--- config.mk ---
export PLATFORM = sky130hd
export DESIGN_NAME = fetch_response_queue
export DESIGN_NICKNAME = d
export VERILOG_FILES = /design/src/rtl/fetch_response_queue_pkg.sv /design/src/rtl/fetch_response_queue_ptrs.sv /design/src/rtl/fetch_response_queue.sv
export SDC_FILE = /design/constraint.sdc
export NUM_CORES = 1
export LEC_CHECK = 0
export CELL_PAD_IN_SITES_DETAIL_PLACEMENT = 0
export CELL_PAD_IN_SITES_GLOBAL_PLACEMENT = 2
export CORE_AREA = 3 3 174 176
export CTS_BUF_LIST = sky130_fd_sc_hd__clkbuf_4 sky130_fd_sc_hd__clkbuf_8 sky130_fd_sc_hd__clkbuf_16
export DETAILED_ROUTE_END_ITERATION = 10
export DIE_AREA = 0 0 177 179
export GPL_TIMING_DRIVEN = 0
export PLACE_DENSITY = 0.82
export SKIP_CTS_REPAIR_TIMING = 1
export SLEW_MARGIN = 40
export SYNTH_ARGS = -nofsm -noshare
export SYNTH_HDL_FRONTEND = slang
export SYNTH_HIERARCHICAL = 1
export SYNTH_SLANG_ARGS = --single-unit
--- constraint.sdc ---
create_clock -name clk -period 3.8 [get_ports clk]
set_input_delay 0.95 -clock clk [delete_from_list [all_inputs] [get_ports clk]]
set_output_delay 0.95 -clock clk [all_outputs]
set_load 0.02 [all_outputs]
--- src/rtl/fetch_response_queue_pkg.sv ---
// Shared types and sizing helpers for the fetch response queue.
package fetch_response_queue_pkg;

  localparam int FQ_XLEN = 32;

  // One decoded-side entry: the PC that was issued and the word that came back.
  typedef struct packed {
    logic [FQ_XLEN-1:0] pc;
    logic [FQ_XLEN-1:0] instr;
  } fetch_entry_t;

  // Queue pointers carry one extra wrap bit so full and empty are distinguishable.
  function automatic int fq_ptr_w(input int depth);
    return $clog2(depth) + 1;
  endfunction

endpackage

--- src/rtl/fetch_response_queue_ptrs.sv ---
// Alloc/fill/read circular pointers and the occupancy counts derived from them.
module fetch_queue_ptrs
  import fetch_response_queue_pkg::*;
#(
  parameter int DEPTH = 4,
  parameter int PW    = fq_ptr_w(DEPTH),
  parameter int IW    = $clog2(DEPTH)
) (
  input  logic          clk,
  input  logic          rst_n,
  input  logic          flush,
  input  logic          alloc_inc,
  input  logic          fill_inc,
  input  logic          read_inc,
  output logic [IW-1:0] alloc_idx,
  output logic [IW-1:0] fill_idx,
  output logic [IW-1:0] read_idx,
  output logic [PW-1:0] pending,
  output logic [PW-1:0] ready_cnt,
  output logic [PW-1:0] used
);

  logic [PW-1:0] alloc_ptr, fill_ptr, read_ptr;

  // Pointers advance independently; flush returns all three to the origin.
  always_ff @(posedge clk or negedge rst_n) begin
    if (!rst_n) begin
      alloc_ptr <= '0;
      fill_ptr  <= '0;
      read_ptr  <= '0;
    end else if (flush) begin
      alloc_ptr <= '0;
      fill_ptr  <= '0;
      read_ptr  <= '0;
    end else begin
      if (alloc_inc) alloc_ptr <= alloc_ptr + PW'(1);
      if (fill_inc)  fill_ptr  <= fill_ptr  + PW'(1);
      if (read_inc)  read_ptr  <= read_ptr  + PW'(1);
    end
  end

  // Modulo differences: the wrap bit makes a full queue read as DEPTH, not 0.
  assign pending   = alloc_ptr - fill_ptr;
  assign ready_cnt = fill_ptr  - read_ptr;
  assign used      = alloc_ptr - read_ptr;

  assign alloc_idx = alloc_ptr[IW-1:0];
  assign fill_idx  = fill_ptr[IW-1:0];
  assign read_idx  = read_ptr[IW-1:0];

endmodule

--- src/rtl/fetch_response_queue.sv ---
// Pairs each issued fetch PC with its in-order cache response and hands the
// {pc, instr} pair to decode. Flush drops queued entries and swallows any
// responses still owed by the cache for flushed requests.
module fetch_response_queue
  import fetch_response_queue_pkg::*;
#(
  parameter int DEPTH           = 4,
  parameter int MAX_OUTSTANDING = 2
) (
  input  logic        clk,
  input  logic        rst_n,
  input  logic        req_issue,
  input  logic [31:0] req_pc,
  output logic        req_ready,
  input  logic        rsp_valid,
  input  logic [31:0] rsp_instr,
  input  logic        flush,
  output logic        dec_valid,
  output logic [31:0] dec_pc,
  output logic [31:0] dec_instr,
  input  logic        dec_pop
);

  localparam int PW = fq_ptr_w(DEPTH);
  localparam int IW = $clog2(DEPTH);
  localparam int DW = $clog2(MAX_OUTSTANDING) + 1;
  localparam int CW = PW + DW;

  if ((DEPTH < 2) || ((DEPTH & (DEPTH - 1)) != 0)) begin : g_bad_depth
    $error("fetch_response_queue: DEPTH must be a power of 2 and >= 2");
  end

  logic [IW-1:0] alloc_idx, fill_idx, read_idx;
  logic [PW-1:0] pending, ready_cnt, used;
  logic [DW-1:0] drop_count;
  logic [CW-1:0] inflight;
  logic          room_ok;
  logic          alloc_inc, rsp_store, rsp_drop, pop_ok;

  logic [31:0]   pc_mem    [DEPTH];
  logic [31:0]   instr_mem [DEPTH];
  fetch_entry_t  head;

  // Everything the cache still owes us, live or to be discarded.
  assign inflight  = CW'(pending) + CW'(drop_count);
  assign room_ok   = (used < PW'(DEPTH)) && (inflight < CW'(MAX_OUTSTANDING));
  assign req_ready = ~flush & room_ok;

  // Owed drops are paid off before any response is treated as live.
  assign rsp_drop  = rsp_valid & (drop_count != '0);
  assign rsp_store = rsp_valid & (drop_count == '0) & ~flush;
  assign alloc_inc = req_issue & ~flush;
  assign dec_valid = (ready_cnt != '0);
  assign pop_ok    = dec_pop & dec_valid & ~flush;

  fetch_queue_ptrs #(
    .DEPTH (DEPTH),
    .PW    (PW),
    .IW    (IW)
  ) u_ptrs (
    .clk       (clk),
    .rst_n     (rst_n),
    .flush     (flush),
    .alloc_inc (alloc_inc),
    .fill_inc  (rsp_store),
    .read_inc  (pop_ok),
    .alloc_idx (alloc_idx),
    .fill_idx  (fill_idx),
    .read_idx  (read_idx),
    .pending   (pending),
    .ready_cnt (ready_cnt),
    .used      (used)
  );

  // Record the PC of each request at allocation time.
  always_ff @(posedge clk or negedge rst_n) begin
    if (!rst_n) begin
      for (int i = 0; i < DEPTH; i++) pc_mem[i] <= '0;
    end else if (alloc_inc) begin
      pc_mem[alloc_idx] <= req_pc;
    end
  end

  // Capture live responses into the slot matching the oldest pending request.
  always_ff @(posedge clk or negedge rst_n) begin
    if (!rst_n) begin
      for (int i = 0; i < DEPTH; i++) instr_mem[i] <= '0;
    end else if (rsp_store) begin
      instr_mem[fill_idx] <= rsp_instr;
    end
  end

  // Track responses owed for flushed requests; a flush folds in this cycle's
  // issue (new debt) and response (debt already paid).
  always_ff @(posedge clk or negedge rst_n) begin
    if (!rst_n) begin
      drop_count <= '0;
    end else if (flush) begin
      drop_count <= DW'(CW'(drop_count) + CW'(pending) + CW'(req_issue) - CW'(rsp_valid));
    end else if (rsp_drop) begin
      drop_count <= drop_count - DW'(1);
    end
  end

  // Head is read straight from storage; no response bypass.
  assign head.pc    = pc_mem[read_idx];
  assign head.instr = instr_mem[read_idx];
  assign dec_pc     = head.pc;
  assign dec_instr  = head.instr;

  // The cache may still accept a request in a flush cycle, so only the
  // capacity part of req_ready is enforced here.
  a_issue_room : assert property (@(posedge clk) disable iff (!rst_n)
    req_issue |-> room_ok)
    else $error("fetch_response_queue: request issued without room");

  a_no_spurious_rsp : assert property (@(posedge clk) disable iff (!rst_n)
    rsp_valid |-> ((pending != '0) || (drop_count != '0)))
    else $error("fetch_response_queue: response with nothing outstanding");

endmodule

## Yosys cells after proc, flatten, opt, wreduce, memory -nomap -nowiden

Cells that the tools add are included.

- Bits in registers: 267
- Input bits: 70
- Logic and storage cells: 70

- $add $sub $neg: 10
- $lt $le $gt $ge: 7
- Multiplexer cells: 20
- Bitwise gates (word level): 11
- Reductions and logical operators: 10

Operators with widths:

| cell | number |
|---|---|
| $bwmux W128 | 2 |
| $mux W32 | 6 |
| $bmux W32 S2 | 2 |
| $demux W32 S2 | 2 |
| $mux W3 | 6 |
| $reduce_bool A2 Y1 | 5 |
| $add A3 B1 Y3 const B | 3 |
| $ge A3 B3 Y1 const B | 3 |
| $not A2 Y3 | 3 |
| $sub A3 B3 Y3 | 3 |
| $and A1 B1 Y1 | 7 |
| $lt A3 B1 Y1 const B | 2 |
| $add A2 B3 Y4 | 1 |
| $lt A4 B2 Y1 const B | 1 |
| $mux W2 | 2 |
| $logic_and A1 B1 Y1 | 3 |
| $lt A3 B3 Y1 const B | 1 |
| $reduce_bool A3 Y1 | 1 |
| $add A2 B1 Y2 | 1 |
| $logic_not A2 Y1 | 1 |
| $sub A2 B1 Y2 | 1 |
| $sub A2 B1 Y2 const B | 1 |
| $not A1 Y1 | 1 |

## Logic depth before layout (Yosys ltp)

Gate-level depths: netlist of the first run.

- Depth in word-level cells: 6
- Gate-level depth with buffers: 11
- Mapped depth without buffers: 11

## By module

Netlist of the first run, hierarchy kept.

By module, submodules not included:

| module | times used | cells each | area an instance (µm²) | seq. area each (µm²) |
|---|---|---|---|---|
| fetch_response_queue | 1 | 656 | 11,449.7 | 6,456.2 |
| fetch_queue_ptrs | 1 | 62 | 658.1 | 225.2 |

## Worst setup path after synthesis of the first run

Ideal clock, no wire load.

- Kind: register to output
- From: register u_ptrs.alloc_ptr[0]
- To: output port req_ready
- Arrival: 3.031 ns
- Data required time: 2.850 ns
- Setup slack: -0.181 ns
- Cell stages (with the launch flop): 8
- Buffers on the path: 0
- Cells stage by stage: dfrtp_1 > inv_1 > ha_1 > fa_1 > inv_1 > fa_1 > or2_2 > a2111oi_0

- Longest elaborated chain between the ends: 5

Ends and longest elaborated chain:

| element | line | RTL |
|---|---|---|
| from (decl) | fetch_response_queue_ptrs.sv:23 | `logic [PW-1:0] alloc_ptr, fill_ptr, read_ptr;` |
| from (signal assigned) | fetch_response_queue_ptrs.sv:36 | `if (alloc_inc) alloc_ptr <= alloc_ptr + PW'(1);` |
| $sub A3 B3 Y3 | fetch_response_queue_ptrs.sv:43 | `assign pending = alloc_ptr - fill_ptr;` |
| via pending[1] | fetch_response_queue.sv:34 | `logic [PW-1:0] pending, ready_cnt, used;` |
| $add A2 B3 Y4 | n/a |  |
| $lt A4 B2 Y1 | fetch_response_queue.sv:46 | `assign room_ok = (used < PW'(DEPTH)) && (inflight < CW'(MAX_OUTSTANDING));` |
| $logic_and A1 B1 Y1 | fetch_response_queue.sv:46 |  |
| $and A1 B1 Y1 | fetch_response_queue.sv:47 | `assign req_ready = ~flush & room_ok;` |
| to (decl) | fetch_response_queue.sv:14 | `output logic req_ready,` |

The timed path passes the listed nets, and every way through them passes these cells.

## Worst setup path after layout of the first run

- From: register u_ptrs.fill_ptr[0]
- To: output port req_ready

- Longest elaborated chain between the ends: 5

Ends and longest elaborated chain:

| element | line | RTL |
|---|---|---|
| from (decl) | fetch_response_queue_ptrs.sv:23 |  |
| from (signal assigned) | fetch_response_queue_ptrs.sv:37 | `if (fill_inc) fill_ptr <= fill_ptr + PW'(1);` |
| $sub A3 B3 Y3 | fetch_response_queue_ptrs.sv:43 |  |
| via pending[1] | fetch_response_queue.sv:34 |  |
| $add A2 B3 Y4 | n/a |  |
| $lt A4 B2 Y1 | fetch_response_queue.sv:46 |  |
| $logic_and A1 B1 Y1 | fetch_response_queue.sv:46 |  |
| $and A1 B1 Y1 | fetch_response_queue.sv:47 |  |

The timed path passes the listed nets, and every way through them passes these cells.

==> impl_metrics.csv, run 1 <==
group,metric,value,unit
clock_network,cts_made_buffers,30,
layout,final_area,0.0153,mm2
floorplanning,io_pins,136,
clock_network,cts_tree,"done",
detailed_routing,first_pass_iters,4,
pwr,finalPower,9.95,mW
critical_path,crit_chain,"ha_4 -> fa_1 -> inv_2 -> fa_2 -> or2_4 -> a2111oi_4 -> buf_4",
clock_network,clk_path_buf_depth,3,
layout,multi_input_area,0.00511,mm2
clock_network,cts-root-buf,"clkbuf_16",
timing,max_freq,262,MHz
floorplanning,die_x,177,um
detailed_routing,drc_errors,0,
place,port_buffers,135,
yosys,synth-warning-count,6,
timing,tightest_slew,0.426,ns
clock_network,htreeDepth,1,
yosys,synth_area,0.0121,mm2
timing,fin_crit,3.82,ns
critical_path,crit_slowest_cell,"fa_1",
critical_path,cp.arrival,2.87,ns
critical_path,critPathTopFamily,"adder cells",
detailed_routing,drtIter0Drc,259,
global_route,grt_pass1_wl,41.2,mm
pwr,switchingPower,2.66,mW
layout,layout-drive-gt1-share,48.1,%
layout,fin_cells,1294,
pwr,p_per_area,652,mW/mm2
pwr,leakagePower,6.81,nW
timing,finClkSkew,0.0116,ns
critical_path,slowest_delay,0.55,ns
critical_path,cp.required,2.85,ns
detailed_routing,antenna_left,0,
global_route,antenna_found_initial,1,
critical_path,worst-path-buf-inv,2,
detailed_routing,wl,25.2,mm
global_route,grt.total_usage,16.5,%
layout,area_growth,26.2,%
pwr,comb_power_share,29.5,%
timing,max_slew_margin,71.5,%
floorplanning,core,0.0288,mm2
floorplanning,start_util,42.0,%
timing,min_period_over_period,100,%
floorplanning,dieArea,0.0317,mm2
layout,layout.nets,973,
global_route,grt-ovfl-total,0,
timing,setup_tns,-0.0153,ns
critical_path,crit_type,"register to primary output",
yosys,synthCells,716,
place,place_area,0.0140,mm2
place,hpwl,16.9,mm
run_status,violations,"setup timing",
detailed_routing,wl_per_cell,19.5,um
layout,antennaDiodeCount,0,
timing,report.final.slew_viol_count,0,
pwr,p_clk_share,31.7,%
place,globalplace.congestion,0.711,
timing,finalHoldViolations,0,
run_status,outcome,"finished, violations left",
place,placed_cells,1239,
critical_path,critPathLaunchType,"register",
detailed_routing,avgViaCountPerCell,5.10,
yosys,avgSynthCellArea,16.9,um2
timing,layout_setup_ws,-0.0153,ns
detailed_routing,vias,6600,
critical_path,crit_fanout,4,
clock_network,worstSkewPairLatency,0.54,ns
pwr,netSwitchingFraction,26.7,%
flow_run,drv_cap,0,
critical_path,end_kind,"primary output",
timing,rsz0062_at_grt,"true",
global_route,grt_pass1_vias,7225,
floorplanning,row_count,62,
global_route,grt_max_degree,72,
pwr,seq_power_share,38.8,%
clock_network,clock-sinks,267,
worst_hold_path,hold_path.class,"primary input to asynchronous set/reset pin",
timing,setup_violations,1,
layout,seq_area,0.00668,mm2
clock_network,cts.clk_slew.worst_paths,0.06,ns
floorplanning,chipHeight,179,um
pwr,internal-power,7.30,mW
yosys,synthesis.nets,801,
pwr,ir_drop,0.355,mV
layout,fillers,2381,
path summary, 6_finish.rpt:
path                                         start  depth (start not counted)  slack (ns)                 end
worst max-delay path            u_ptrs/fill_ptr[0]                          7       -0.02           req_ready
worst min-delay path                         rst_n                          1        0.28       instr_mem[45]
worst max register to register  u_ptrs/fill_ptr[0]                         10        1.36  u_ptrs/read_ptr[2]
worst min register to register          pc_mem[36]                          1        0.49          pc_mem[36]
max in group asynchronous                    rst_n                          3        2.60         pc_mem[114]
min in group clk                        pc_mem[36]                          1        0.49          pc_mem[36]
state kept, by name, summed over array words and instances (netlist names):
signal and flops:
u_ptrs/alloc_ptr 3, u_ptrs/fill_ptr 3, drop_count 2, instr_mem 128, pc_mem 128, u_ptrs/read_ptr 3
final cells by class:
type | count | area share [%]
repair buffers | 142 | 9.75
clock inverters | 8 | 1.11
multi-input cells | 387 | 33.5
clock buffers | 46 | 6.14
plain buffers | 47 | 2.29
flip-flops and latches | 267 | 43.8
inverters | 13 | 0.319
well taps | 384 | 3.15
through the flow:
step | util, % | hold WS (ns) | setup slack (ns)
global placement | 48.4 | 0.463 | -10.05
finish | 53.1 | 0.276 | -0.0153
detailed placement | 48.8 | 0.473 | -0.363
CTS | 52.7 | 0.253 | -0.939
global route | 53.1 | 0.271 | -0.129
floorplan | - | 0.452 | 0.0625
routing by layer:
metal  global-route usage (%)  share of wire (%)  vias up
li1                         -                  -     2991
met1                     22.5                 45     3447
met2                     27.0                 47      122
met3                     4.34                6.0       38
met4                     3.14                1.7        2
met5                        0              0.079        -
worst register-to-register path, cell delays in order (launching register included):
cell,delay [ns]
dfrtp_2,0.41
buf_4,0.13
inv_1,0.03
ha_1,0.20
fa_1,0.37
xnor2_1,0.15
xnor2_1,0.12
or3_1,0.36
and3_1,0.28
a21bo_1,0.22
a21oi_2,0.10
power by group through the flow:
stage / clock network [mW] / logic, mW / registers (mW)
3_5_place_dp: 0 / 2.92 / 3.90
3_3_place_gp: 0 / 2.87 / 3.90
5_1_grt: 3.37 / 3.16 / 3.96
2_1_floorplan: 0 / 1.90 / 3.78
6_report: 3.16 / 2.93 / 3.86
4_1_cts: 3.25 / 2.93 / 3.87
placed cells by master (no fill, tap or decap), types with 2 or more instances in the layout:
master,instances
clkbuf_4,7
mux2_4,30
buf_2,19
fa_1,3
buf_4,13
ha_1,9
buf_16,4
o21ai_0,2
buf_12,3
dfrtp_1,266
buf_6,8
clkbuf_2,6
mux2_2,221
a21bo_1,3
clkbuf_1,2
xnor2_1,11
clkinvlp_4,2
ha_4,2
nand3b_1,5
mux2i_1,3
nor2_1,6
mux2_1,5
clkdlybuf4s50_1,132
and3b_1,4
mux4_2,64
a21oi_2,4
inv_1,12
clkbuf_16,31
bufinv_16,5
clkbuf_8,8
nand3_1,2
Power figures use the tool's default switching activity.
==> inputs of run 2 (changes only) <==
--- a/config.mk
+++ b/config.mk
@@ -8,7 +8,6 @@
 export CELL_PAD_IN_SITES_DETAIL_PLACEMENT = 0
 export CELL_PAD_IN_SITES_GLOBAL_PLACEMENT = 2
 export CORE_AREA = 3 3 174 176
-export CTS_BUF_LIST = sky130_fd_sc_hd__clkbuf_4 sky130_fd_sc_hd__clkbuf_8 sky130_fd_sc_hd__clkbuf_16
 export DETAILED_ROUTE_END_ITERATION = 10
 export DIE_AREA = 0 0 177 179
 export GPL_TIMING_DRIVEN = 0
==> run 2 against run 1 <==
Net effect: the flow still finishes with violations (setup timing); worst hold slack improved by 0.00084 ns; first-iteration DRC count shrank 10%; core utilization fell by 0.091 points; global-route usage is essentially flat; via count about the same; sequential cell count stayed put; non-clock buffer count unchanged; worst setup slack lost 0.0010 ns; combinational power is essentially flat; die area unchanged; sequential share of layout area grew 0.075 points; critical path type unchanged; critical endpoint unchanged; highest routed layer unchanged.
==> impl_metrics.csv, run 2 (synthesis results as in run 1) <==
group,metric,value,unit
run_status,outcome,"finished, violations left",
run_status,violations,"setup timing",
timing,min_period_over_period,100,%
clock_network,cts_tree,"done",
layout,mostFrequentLayoutCells,"dfrtp_1, mux2_2, clkdlybuf4s50_1, mux4_2, clkbuf_16",
timing,fin_crit,3.82,ns
critical_path,end_kind,"primary output",
clock_network,clock-sinks,267,
critical_path,cp.required,2.85,ns
critical_path,crit_chain,"ha_4 -> fa_1 -> inv_2 -> fa_2 -> or2_4 -> a2111oi_4 -> buf_4",
timing,layout_setup_ws,-0.0163,ns
global_route,grt_pass1_vias,7231,
pwr,p_per_area,649,mW/mm2
clock_network,clk_path_buf_depth,3,
timing,setup_violations,1,
timing,finClkSkew,0.0127,ns
timing,report.final.slew_viol_count,0,
global_route,grt.total_usage,16.5,%
timing,max_slew_margin,71.5,%
place,globalplace.congestion,0.711,
layout,layout_commonest_cell,"dfrtp_1",
global_route,grt_pass1_wl,41.2,mm
floorplanning,dieArea,0.0317,mm2
critical_path,critPathLaunchType,"register",
detailed_routing,wl_per_cell,19.5,um
floorplanning,start_util,42.0,%
critical_path,worst-path-buf-inv,2,
clock_network,cts_made_buffers,30,
layout,multi_input_area,0.00511,mm2
layout,reg_top3,"instr_mem x128, pc_mem x128",
layout,fillers,2384,
detailed_routing,first_pass_iters,4,
timing,finalHoldViolations,0,
layout,seq_area,0.00668,mm2
critical_path,cp.arrival,2.87,ns
place,port_buffers,135,
floorplanning,chipHeight,179,um
timing,max_freq,262,MHz
clock_network,cts.clk_slew.worst_paths,0.06,ns
clock_network,cts-root-buf,"clkbuf_16",
detailed_routing,antenna_left,0,
global_route,grt-ovfl-total,0,
worst_hold_path,hold_path.class,"primary input to asynchronous set/reset pin",
critical_path,slowest_delay,0.55,ns
detailed_routing,avgViaCountPerCell,5.10,
timing,tightest_slew,0.426,ns
floorplanning,die_x,177,um
floorplanning,core,0.0288,mm2
flow_run,drv_cap,0,
critical_path,critPathTopFamily,"adder cells",
place,hpwl,16.9,mm
layout,layout.nets,973,
timing,hold_slack,0.277,ns
critical_path,crit_slowest_cell,"fa_1",
pwr,ir_drop,0.355,mV
floorplanning,row_count,62,
timing,rsz0062_at_grt,"true",
layout,area_growth,26.0,%
global_route,grt_max_degree,72,
layout,layout-drive-gt1-share,47.4,%
clock_network,worstSkewPairLatency,0.54,ns
global_route,antenna_found_initial,1,
detailed_routing,vias,6594,
clock_network,htreeDepth,1,
detailed_routing,drtIter0Drc,232,
pwr,leakagePower,6.78,nW
layout,antennaDiodeCount,0,
detailed_routing,wl,25.2,mm
place,dp_slack,-0.363,ns
critical_path,crit_type,"register to primary output",
floorplanning,io_pins,136,
critical_path,crit_fanout,4,
detailed_routing,drc_errors,0,
run 2: cell counts in the layout (fill, tap and decap cells not counted):
Identical to the previous run, type by type.
run 2: path summary, 6_finish.rpt:
check / from / endpoint / slack [ns] / depth (start not counted)
worst max register to register: u_ptrs/fill_ptr[0] / u_ptrs/read_ptr[2] / 1.36 / 10
worst max-delay path: u_ptrs/fill_ptr[0] / req_ready / -0.02 / 7
worst min-delay path: rst_n / instr_mem[76] / 0.28 / 1
max in group asynchronous: rst_n / pc_mem[114] / 2.60 / 3
worst min register to register: pc_mem[36] / pc_mem[36] / 0.49 / 1
min in group clk: pc_mem[36] / pc_mem[36] / 0.49 / 1
run 2: power breakdown:
part / internal, mW / leakage, nW / switching (mW)
registers: 3.52 / 3.49 / 0.346
logic: 1.75 / 2.77 / 1.18
clock network: 1.98 / 0.523 / 1.13
total: 7.25 / 6.78 / 2.65
run 2: area by class of cell:
cell class / count / area share [%]
Sequential cell: 267 / 43.8
Multi-Input combinational cell: 387 / 33.5
Timing Repair Buffer: 142 / 9.77
Clock buffer: 46 / 5.98
Tap cell: 384 / 3.15
Buffer: 47 / 2.30
Clock inverter: 8 / 1.12
Inverter: 13 / 0.320
run 2: metal layers:
layer / wire length (um) / global-route usage, % / share of wire [%] / vias up
li1: - / - / - / 2991
met4: 436 / 3.14 / 1.7 / 2
met2: 12000 / 27.1 / 48 / 122
met3: 1540 / 4.38 / 6.1 / 38
met1: 11200 / 22.4 / 45 / 3441
met5: 20 / 0 / 0.079 / -
run 2: through the flow:
stage | utilization [%] | TNS (ns) | power, mW | area (um2) | cells
detailed placement | 48.8 | -1.56 | 6.82 | 14000 | 1239
CTS | 52.6 | -35.24 | 9.99 | 15100 | 1293
finish | 53.0 | -0.0163 | 9.90 | 15200 | 1294
global placement | 48.4 | -2676.45 | 6.77 | 13900 | 1235
global route | 53.0 | -0.129 | 10.4 | 15200 | 1294
floorplan | - | 0 | 5.69 | 12100 | 716
==> inputs of run 3 (changes only) <==
--- a/config.mk
+++ b/config.mk
@@ -5,16 +5,16 @@
 export SDC_FILE = /design/constraint.sdc
 export NUM_CORES = 1
 export LEC_CHECK = 0
+export CAP_MARGIN = 20
 export CELL_PAD_IN_SITES_DETAIL_PLACEMENT = 0
 export CELL_PAD_IN_SITES_GLOBAL_PLACEMENT = 2
-export CORE_AREA = 3 3 174 176
+export CORE_AREA = 3 3 175 177
 export DETAILED_ROUTE_END_ITERATION = 10
-export DIE_AREA = 0 0 177 179
+export DIE_AREA = 0 0 178 180
 export GPL_TIMING_DRIVEN = 0
-export PLACE_DENSITY = 0.82
+export PLACE_DENSITY = 0.81
 export SKIP_CTS_REPAIR_TIMING = 1
 export SLEW_MARGIN = 40
 export SYNTH_ARGS = -nofsm -noshare
 export SYNTH_HDL_FRONTEND = slang
-export SYNTH_HIERARCHICAL = 1
 export SYNTH_SLANG_ARGS = --single-unit
==> run 3 against run 2 <==
Net effect: the flow now finishes without violations; synthesized cell count up 0.56%; clock power down 2%; critical path depth up 3; worst hold slack better by 0.063 ns; die area up 1.1%; sequential cell count unchanged; routed wire length down 2.6%; area after synthesis down 1.5%; total power up 13%; worst setup slack better by 0.049 ns; global-route usage down 0.82 points; critical endpoint unchanged; largest power group is now combinational logic.
==> impl_metrics.csv, run 3 <==
group,metric,value,unit
run_status,outcome,"completed",
clock_network,cts_made_buffers,30,
yosys,ys_types,28,
yosys,synth_fa_ha_area_share,2.23,%
floorplanning,row_count,63,
timing,finClkSkew,0.00770,ns
yosys,ys_seq_area_share,56.1,%
clock_network,clock-sinks,267,
pwr,p_per_area,747,mW/mm2
global_route,grt_max_degree,74,
critical_path,critPathLaunchType,"register",
layout,area_growth,25.4,%
yosys,async_flop_share,100,%
clock_network,clk_path_buf_depth,3,
yosys,ys.flop_type,"dfrtp_1",
worst_hold_path,hold_path.class,"primary input to asynchronous set/reset pin",
detailed_routing,wl_per_cell,18.8,um
yosys,synth_top_area_share,56.1,%
critical_path,crit_fanout,3,
layout,mostFrequentLayoutCells,"dfrtp_1, mux2_2, clkdlybuf4s50_1, mux4_2, clkbuf_16",
detailed_routing,avgViaCountPerCell,5.07,
yosys,synth.largest_area_cell,"dfrtp_1",
clock_network,cts.clk_slew.worst_paths,0.06,ns
timing,report.final.slew_viol_count,0,
timing,setup_tns,0,ns
detailed_routing,wl,24.5,mm
timing,min_period_over_period,99.2,%
detailed_routing,first_pass_iters,4,
yosys,synthTopCellsByArea,"dfrtp_1, mux2_2, mux4_2, ha_1, buf_2",
critical_path,crit_type,"register to primary output",
yosys,synth.top_cells.by_count,"dfrtp_1, mux2_2, mux4_2",
global_route,grt_util_met1,21.3,%
global_route,use_met3,4.18,%
yosys,synth-compound-area-share,0.430,%
timing,rsz0062_at_grt,"true",
global_route,met2_usage,25.6,%
detailed_routing,vias,6621,
yosys,synthCells,720,
yosys,avgSynthCellArea,16.6,um2
yosys,synth_area,0.0119,mm2
detailed_routing,drtIter0Drc,279,
detailed_routing,antenna_left,0,
yosys,synth-warning-count,0,
floorplanning,start_util,40.5,%
layout,reg_top3,"instr_mem x128, pc_mem x128",
global_route,top_usage_layer,"met2",
layout,layout.nets,981,
yosys,yosysMostFrequentCell,"dfrtp_1",
pwr,leakagePower,6.68,nW
yosys,synthXorXnorAreaFrac,0.955,%
timing,max_freq,265,MHz
timing,finalHoldViolations,0,
floorplanning,core,0.0294,mm2
global_route,grt_pass1_wl,40.1,mm
layout,fillers,2543,
clock_network,htreeDepth,1,
clock_network,cts_tree,"done",
clock_network,cts-root-buf,"clkbuf_16",
layout,layout_commonest_cell,"dfrtp_1",
critical_path,end_kind,"primary output",
place,place_area,0.0138,mm2
yosys,synth_mux_area_share,36.7,%
place,hpwl,16.5,mm
layout,layout-drive-gt1-share,45.6,%
floorplanning,chipHeight,180,um
floorplanning,dieArea,0.0320,mm2
layout,final_area,0.0149,mm2
clock_network,worstSkewPairLatency,0.54,ns
timing,fin_crit,3.77,ns
floorplanning,die_x,178,um
yosys,synth-seq-cells,267,
layout,antennaDiodeCount,0,
yosys,synth-edff-count,0,
floorplanning,io_pins,136,
global_route,grt.total_usage,15.7,%
critical_path,cp.arrival,2.82,ns
flow_run,drv_cap,0,
pwr,ir_drop,0.359,mV
timing,max_slew_margin,48.6,%
global_route,antenna_found_initial,0,
place,port_buffers,134,
timing,setup_violations,0,
detailed_routing,drc_errors,0,
timing,tightest_slew,0.770,ns
global_route,grt-ovfl-total,0,
yosys,synth_top_family_by_area,"multiplexers",
global_route,grt_pass1_vias,7275,
yosys,synthesis.nets,810,
critical_path,cp.required,2.85,ns
place,globalplace.congestion,0.722,
yosys,synth-simple-area-share,1.54,%
-- run 3: area by class of cell --
type	count	area, um2	area share, %
plain buffers	40	218	1.46
multi-input cells	401	5010	33.5
repair buffers	139	1440	9.66
well taps	390	488	3.27
clock buffers	45	878	5.88
clock inverters	11	180	1.21
flip-flops and latches	267	6680	44.7
inverters	12	45.0	0.301
-- run 3: cells by family after synthesis --
kind of cell,Yosys count
AOI/OAI and AO/OA,8
xor gates and xnor gates,13
adders and majority gates,20
buffers and inverters,52
DFF,267
muxes,325
and+or+nand+nor,35
-- run 3: worst paths after layout --
kind	from	end	slack, ns	depth (start not counted)
min reg2reg	instr_mem[17]	instr_mem[17]	0.49	1
min in group clk	instr_mem[17]	instr_mem[17]	0.49	1
max reg2reg	u_ptrs.read_ptr[1]	u_ptrs.read_ptr[0]	1.58	8
max in group asynchronous	rst_n	pc_mem[100]	2.36	3
max	u_ptrs.alloc_ptr[0]	req_ready	0.03	10
min	rst_n	instr_mem[117]	0.34	1
-- run 3: stage by stage --
| stage | utilization (%) | std cells | hold WS (ns) | total power, mW | setup WS (ns) |
|---|---|---|---|---|---|
| 3_5_place_dp | 47.1 | 1247 | 0.479 | 8.19 | -0.162 |
| 4_1_cts | 50.7 | 1303 | 0.343 | 11.3 | -0.776 |
| 6_report | 50.8 | 1305 | 0.339 | 11.2 | 0.0322 |
| 2_1_floorplan | - | 720 | 0.459 | 6.60 | 0.569 |
| 3_3_place_gp | 46.8 | 1244 | 0.470 | 8.14 | -10.21 |
| 5_1_grt | 50.8 | 1305 | 0.353 | 11.8 | -0.125 |
-- run 3: power by group --
part,leakage [nW],internal [mW],switching (mW),total (mW)
Combinational,2.71,2.33,1.76,4.09
Sequential,3.44,3.64,0.373,4.02
Clock,0.523,1.93,1.12,3.05
-- run 3: worst max-delay path, cell delays in order, from the launching register on --
cell,delay (ns)
dfrtp_2,0.41
inv_2,0.08
ha_1,0.14
inv_1,0.05
fa_2,0.55
ha_1,0.24
a21oi_2,0.14
nand2_1,0.06
mux2_2,0.28
nor4_4,0.16
buf_4,0.19
-- run 3: metal layers --
layer / vias up / share of wire, % / wire (um)
met1: 3452 / 45 / 10900
met5: - / 0 / 0
met4: 0 / 1.3 / 307
met3: 29 / 6.7 / 1630
li1: 3007 / - / -
met2: 133 / 47 / 11600
